--- src/rtl/cmp_search_ctrl.sv ---
// -----------------------------------------------------------------------------
// cmp_search_ctrl
//
// Initiator side of the magnitude-comparator interface. The comparator already
// holds a target value. This block binary-searches the full WIDTH-bit range by
// driving candidate operands and reading back one-hot equal/less/greater flags.
// A start/done handshake connects it to the sequencer.
//
// Ports:
//   clk          rising-edge clock
//   rst_n        synchronous active-low reset
//   start        request a new search (honoured only while idle)
//   guess        candidate operand driven to comparator input a
//   guess_valid  guess is stable and awaiting a response
//   resp_valid   comparator flags valid this cycle
//   e / l / g    guess ==, <, > target
//   busy         search in progress
//   done         one-cycle pulse at search completion
//   found        last search located the target
//   result       located value (meaningful when found=1)
//   err          last search aborted on non-one-hot flags
//   iter         responses consumed by the last or current search
// -----------------------------------------------------------------------------
module cmp_search_ctrl #(
    parameter int WIDTH = 4
) (
    input  logic             clk,
    input  logic             rst_n,
    input  logic             start,
    output logic [WIDTH-1:0] guess,
    output logic             guess_valid,
    input  logic             resp_valid,
    input  logic             e,
    input  logic             l,
    input  logic             g,
    output logic             busy,
    output logic             done,
    output logic             found,
    output logic [WIDTH-1:0] result,
    output logic             err,
    output logic [WIDTH:0]   iter
);

    typedef enum logic [1:0] {
        S_IDLE,
        S_QUERY,
        S_DONE
    } state_t;

    // Bounds carry one extra bit so lo can reach 2^WIDTH and hi can reach -1.
    localparam logic [WIDTH:0]   MAX_VAL    = {1'b0, {WIDTH{1'b1}}};
    localparam logic [WIDTH-1:0] INIT_GUESS = {1'b0, {(WIDTH-1){1'b1}}};
    localparam logic [WIDTH:0]   ONE        = {{WIDTH{1'b0}}, 1'b1};

    state_t           r_state, w_state_nxt;
    logic [WIDTH:0]   r_lo, w_lo_nxt;
    logic [WIDTH:0]   r_hi, w_hi_nxt;
    logic [WIDTH-1:0] r_guess, w_guess_nxt;
    logic [WIDTH-1:0] r_result, w_result_nxt;
    logic             r_found, w_found_nxt;
    logic             r_err, w_err_nxt;
    logic [WIDTH:0]   r_iter, w_iter_nxt;

    logic             w_one_hot;
    logic [WIDTH:0]   w_lo_upd;      // lo after an "l" response
    logic [WIDTH:0]   w_hi_upd;      // hi after a "g" response
    logic             w_l_empty;     // range empty after an "l" response
    logic             w_g_empty;     // range empty after a "g" response
    logic [WIDTH+1:0] w_sum_l;
    logic [WIDTH+1:0] w_sum_g;

    assign w_one_hot = ({e, l, g} == 3'b100) || ({e, l, g} == 3'b010) ||
                       ({e, l, g} == 3'b001);

    assign w_lo_upd = {1'b0, r_guess} + ONE;
    assign w_hi_upd = {1'b0, r_guess} - ONE;

    // lo is never negative, so it is zero-extended; hi may be -1, so it is
    // sign-extended before the signed comparison.
    assign w_l_empty = $signed({1'b0, w_lo_upd}) > $signed({r_hi[WIDTH], r_hi});
    assign w_g_empty = $signed({1'b0, r_lo}) > $signed({w_hi_upd[WIDTH], w_hi_upd});

    // Midpoints are only used when the range is non-empty, where both bounds
    // are non-negative.
    assign w_sum_l = {1'b0, w_lo_upd} + {1'b0, r_hi};
    assign w_sum_g = {1'b0, r_lo} + {1'b0, w_hi_upd};

    always_comb begin
        // NOTE: every variable gets a default first so no path can infer a latch.
        w_state_nxt  = r_state;
        w_lo_nxt     = r_lo;
        w_hi_nxt     = r_hi;
        w_guess_nxt  = r_guess;
        w_result_nxt = r_result;
        w_found_nxt  = r_found;
        w_err_nxt    = r_err;
        w_iter_nxt   = r_iter;
        busy         = 1'b0;
        guess_valid  = 1'b0;
        done         = 1'b0;

        case (r_state)
            S_IDLE: begin
                if (start) begin
                    w_lo_nxt     = '0;
                    w_hi_nxt     = MAX_VAL;
                    w_guess_nxt  = INIT_GUESS;
                    w_iter_nxt   = '0;
                    w_found_nxt  = 1'b0;
                    w_result_nxt = '0;
                    w_err_nxt    = 1'b0;
                    w_state_nxt  = S_QUERY;
                end
            end

            S_QUERY: begin
                busy        = 1'b1;
                guess_valid = 1'b1;
                if (resp_valid) begin
                    w_iter_nxt = r_iter + ONE;
                    if (!w_one_hot) begin
                        w_err_nxt   = 1'b1;
                        w_found_nxt = 1'b0;
                        w_state_nxt = S_DONE;
                    end else if (e) begin
                        w_found_nxt  = 1'b1;
                        w_result_nxt = r_guess;
                        w_state_nxt  = S_DONE;
                    end else if (l) begin
                        w_lo_nxt = w_lo_upd;
                        if (w_l_empty) begin
                            w_found_nxt = 1'b0;
                            w_state_nxt = S_DONE;
                        end else begin
                            w_guess_nxt = w_sum_l[WIDTH:1];
                        end
                    end else begin
                        w_hi_nxt = w_hi_upd;
                        if (w_g_empty) begin
                            w_found_nxt = 1'b0;
                            w_state_nxt = S_DONE;
                        end else begin
                            w_guess_nxt = w_sum_g[WIDTH:1];
                        end
                    end
                end
            end

            S_DONE: begin
                done        = 1'b1;
                w_state_nxt = S_IDLE;
            end

            default: w_state_nxt = S_IDLE;
        endcase
    end

    always_ff @(posedge clk) begin
        // NOTE: sequential state uses non-blocking assignments only.
        if (!rst_n) begin
            r_state  <= S_IDLE;
            r_lo     <= '0;
            r_hi     <= '0;
            r_guess  <= '0;
            r_result <= '0;
            r_found  <= 1'b0;
            r_err    <= 1'b0;
            r_iter   <= '0;
        end else begin
            r_state  <= w_state_nxt;
            r_lo     <= w_lo_nxt;
            r_hi     <= w_hi_nxt;
            r_guess  <= w_guess_nxt;
            r_result <= w_result_nxt;
            r_found  <= w_found_nxt;
            r_err    <= w_err_nxt;
            r_iter   <= w_iter_nxt;
        end
    end

    assign guess  = r_guess;
    assign result = r_result;
    assign found  = r_found;
    assign err    = r_err;
    assign iter   = r_iter;

endmodule
--- config.mk ---
export PLATFORM = sky130hd
export DESIGN_NAME = cmp_search_ctrl
export DESIGN_NICKNAME = d
export VERILOG_FILES = /design/src/rtl/cmp_search_ctrl.sv
export SDC_FILE = /design/constraint.sdc
export NUM_CORES = 1
export LEC_CHECK = 0
export BUFFER_PORTS_ARGS = -buffer_cell sky130_fd_sc_hd__buf_4
export CORE_ASPECT_RATIO = 1.75
export CORE_MARGIN = 10
export CORE_UTILIZATION = 55
export CTS_CLUSTER_DIAMETER = 50
export DETAILED_ROUTE_END_ITERATION = 6
export PLACE_DENSITY = 0.76
export SETUP_SLACK_MARGIN = 0.2
export SYNTH_ARGS = -nofsm -noshare
export SYNTH_HDL_FRONTEND = slang
export SYNTH_SLANG_ARGS = --single-unit
export TNS_END_PERCENT = 50
--- constraint.sdc ---
create_clock -name clk -period 4.06 [get_ports clk]
set_input_delay 1.218 -clock clk [delete_from_list [all_inputs] [get_ports clk]]
set_output_delay 1.218 -clock clk [all_outputs]
set_load 0.1 [all_outputs]
After elaboration in Yosys (flattened, before gate mapping)
Cells that the tools add are included.

Register bits: 27. Input port bits: 7. Logic and storage cells: 92.

Add/subtract/negate cells: 5. Order comparisons: 2. Equal/unequal tests: 17. Mux-type cells: 48. Reduce and logical (&&, ||, !) cells: 12.

Operator list (number): $mux W5 (11); $mux W4 (11); $pmux W5 S2 (3); $ne A2 B2 Y1 const B (8); $pmux W4 S2 (2); $mux W2 (7); $gt A6 B5 Y1 (2); $reduce_and A6 Y1 (2); $mux W1 (11); $add A5 B5 Y5 (2); $ne A5 B5 Y1 const B (2); $reduce_and A5 Y1 (2); $reduce_and A4 Y1 (2); $reduce_and A7 Y1 (1); $ne A3 B3 Y1 const B (2); $add A4 B1 Y5 const B (1); $add A5 B1 Y5 const B (1); $sub A4 B1 Y5 const B (1); $pmux W1 S2 (2); $pmux W2 S2 (1); $eq A3 B1 Y1 const B (1); $eq A3 B2 Y1 const B (1); $eq A3 B3 Y1 const B (1); $reduce_and A3 Y1 (1); other kinds (5) (6).

Depth between registers and ports, before layout
Depth in word-level cells: 8. Gate-level depth with buffers: 11.

Worst setup path after synthesis
Ideal clock, no wire load.

Path kind: flip-flop to flip-flop. Start: register r_guess[0] (netlist: guess[0]). End: register r_guess[0] (netlist: guess[0]). Library setup time: 0.120 ns. Arrival time: 3.641 ns. Data required time: 3.940 ns. Setup slack: 0.299 ns. Cell stages (with the launch flop): 11. Buffers on the path: 0. Cell sequence: dfxtp_1 -> inv_1 -> ha_1 -> inv_1 -> ha_1 -> nor2_1 -> o311a_4 -> o41ai_4 -> a31oi_1 -> o31a_1 -> o221a_2.

Longest elaborated chain between the ends: 8. Elaborated cells between the ends (all ways): 16. Classes of those cells: 4 x add/sub; 2 x order compare; 2 x eq/ne; 7 x mux; 1 x reduce/logical.

RTL lines: start: declaration (RTL line 58) `logic [WIDTH-1:0] r_guess, w_guess_nxt;`; start signal: assignment (RTL line 173) `r_guess <= w_guess_nxt;`; $sub A4 B1 Y5 or $add A4 B1 Y5 (tied branches) (RTL line 76, 75); $add A5 B5 Y5 (on tied branches) (RTL line 86, 85); $mux W4 (on tied branches) (RTL line 139, 131); $mux W4 (RTL line 129) `end else if (l) begin`; $mux W4 (RTL line 125) `end else if (e) begin`; $mux W4 (RTL line 121) `if (!w_one_hot) begin`; $mux W4 (RTL line 119) `if (resp_valid) begin`; $pmux W4 S2 (RTL line 102) `case (r_state)`.

Parallel ways exist; a longest one is shown, timed or not. The select of a mux whose other input is x is not followed. A chain may end at the register's enable or synchronous reset.

Final worst setup path
Start: register r_guess[0] (netlist: guess[0]). End: register r_guess[1] (netlist: guess[1]).

Same word-level chain as after synthesis.

==> out/metrics.cfg <==
[run_status]
status=complete, no violations

[timing]
finalSetupViolations=0
fin_skew_ns=0.007843
tns_ns=0
hold_viol=0
period_minus_slack_ns=3.254
maxSlewHeadroom=0.3993
fmax_mhz=307.3
tightest_slew_ns=0.8916
hold_ws_ns=0.4754
fin_crit_sh=0.8014
slew_violations=0
rsz0062_at_grt=false

[clock_network]
holdBufCountCts=0
cts_resized=0
clk_latency_ns=0.27
cts.sinks=27
cts_tree=built
numCtsBuffers=3
ctsRootBufferMaster=clkbuf_8
cts_setup_buffers=0
cts-htree-levels=1
clk_pin_slew_worst_paths_ns=0.10
clock_path_buffers=2

[logic_synthesis]
yosys_warnings=0
ys_async_sr_fraction=0
yosysTopAreaCell=dfxtp_1
synth-seq-cells=27
synth_top_cell_area_share=0.2818
synthMuxAreaShare=0.005871
synth_area_per_cell_um2=8.679
synth_compound_area_frac=0.2153
synth_top_family_by_area=compound AO/OA/AOI/OAI gates
synth-seq-area-share=0.2818
synthAdderAreaFrac=0.1644
synth-main-ff-cell=dfxtp_1
synth_xor_area_frac=0.06393
yosys.area_share.simple=0.1996
synth_fp_nets=252
synth_commonest_cells=dfxtp_1, nor2_1, ha_1
synth_edf_count=0
ys_types=48
synth_area_leaders=dfxtp_1, ha_1, a21oi_1, nor2_1, xor2_1
syn_area_mm2=0.001918
synthCells=221
yosys.cell_count.top_type=dfxtp_1

[place]
dp_hpwl_mm=3.855
placed_area_mm2=0.002101
gp_congestion=0.8715
port_buffers=24

[floorplan]
io_pins=25
fp.dieArea_mm2=0.006342
rows=28
die_x_um=64.64
die_y_um=98.12
start_util=0.5703
coreArea_mm2=0.003363

[route]
wl_mm=4.847
drt_iter0_markers=49
vias=1660
drc_errors=0
first_pass_iters=4
wl_per_cell_um=16.95
ant_nets=0
viasPerCell=5.804

[global_route]
track_usage=0.1560
grt-ovfl-total=0
grt_max_degree=18
grt_pass1_wl_mm=8.024
grt_pass1_vias=1648
antenna_found_initial=0

[setup_path]
worstSetupEndpointType=flip-flop
slowest_delay_ns=0.54
start_kind=flip-flop
critPathKind=flip-flop to flip-flop
crit_required_ns=4.23
crit_chain=inv_1 > ha_1 > inv_1 > ha_1 > nor2_1 > o311a_4 > o41ai_4 > a31oi_1 > o31a_1 > o221a_2
cp_data_arrival_time_ns=3.43
crit_slowest_cell=dfxtp_1
cp_max_fo=8

[cells_and_area]
fin_util=0.6380
nFillCells=318
diodes=0
final_area_mm2=0.002146
area_growth_pct=11.87
drive_gt1_frac=0.1784
nets=273

[flow_run]
drv_cap=0

[worst_hold_path]
hp-class=flip-flop to flip-flop

[pwr]
p_leak_uw=0.0009743
ir_worst_vdd_mv=0.2603
total_power_uw=769.9
power_density_mw_per_mm2=358.8

-- power breakdown --
group / switching, uW / leakage (uW) / internal, uW
clock: 83.6 / 0.0000228 / 70.3
sequential: 22.2 / 0.000220 / 278
combinational: 210 / 0.000731 / 106
total: 315 / 0.000974 / 455
-- registers in the layout, summed over array words and instances, names as in the netlist --
signal,count
found,1
r_state,2
err,1
guess,4
r_lo,5
r_hi,5
iter,5
result,4
-- cell type report --
type | count | area, um^2 | share of cell area
clock buffer | 4 | 45.04 | 0.02099
inverter | 19 | 71.32 | 0.03324
multi-input combinational | 166 | 1245 | 0.5802
sequential | 27 | 540.5 | 0.2519
tap | 45 | 56.30 | 0.02624
timing repair buffer | 25 | 187.7 | 0.08746
-- path summary, 6_finish.rpt --
path / start / to / slack (ns) / cells past startpoint
max reg2reg: guess[0] / guess[1] / 0.81 / 10
min reg2reg: result[3] / result[3] / 0.48 / 2
min: result[3] / result[3] / 0.48 / 2
max: guess[0] / guess[1] / 0.81 / 10
-- cells in the final DEF (no fill, tap or decap), drive strengths merged, types with 8 or more instances in the layout --
| master | netlist | routed |
|---|---|---|
| a21oi | 20 | 20 |
| buf | 3 | 25 |
| dfxtp | 27 | 27 |
| ha | 22 | 22 |
| inv | 18 | 18 |
| nand2b | 8 | 8 |
| nand3 | 11 | 11 |
| nor2 | 23 | 23 |
| o21ai | 9 | 9 |
| xor2 | 9 | 9 |
-- layer usage --
layer / up-vias / GRT usage / share of wire
met5: - / 0 / 0
met2: 43 / 0.2805 / 0.54
li1: 824 / - / -
met1: 784 / 0.1739 / 0.40
met4: 0 / 0.05960 / 0.023
met3: 9 / 0.02632 / 0.038
-- stage by stage --
stage | setup slack (ns) | cells
after floorplan | 0.2991 | 221
after global placement | 0.9192 | 282
after detailed placement | 0.8362 | 282
after CTS | 0.8087 | 286
after global routing | 0.6232 | 286
final | 0.8061 | 286
-- cell families (layout without fill, tap and decap cells) --
| family | Yosys count | count (layout) |
|---|---|---|
| compound gates | 58 | 58 |
| xor+xnor | 14 | 14 |
| fa+ha+maj | 24 | 24 |
| buf+inv | 28 | 48 |
| flops | 27 | 27 |
| mux | 1 | 1 |
| simple gates | 69 | 69 |
-- critical path, delay by kind of cell (launching register included) --
family	cells	cell delay, ns
AND/OR/NAND/NOR	1	0.06
flip-flops	1	0.54
buffers and inverters	2	0.32
adder cells (fa/ha/maj)	2	0.79
AO/OA/AOI/OAI	5	1.44
(Power assumes the default switching activity.)
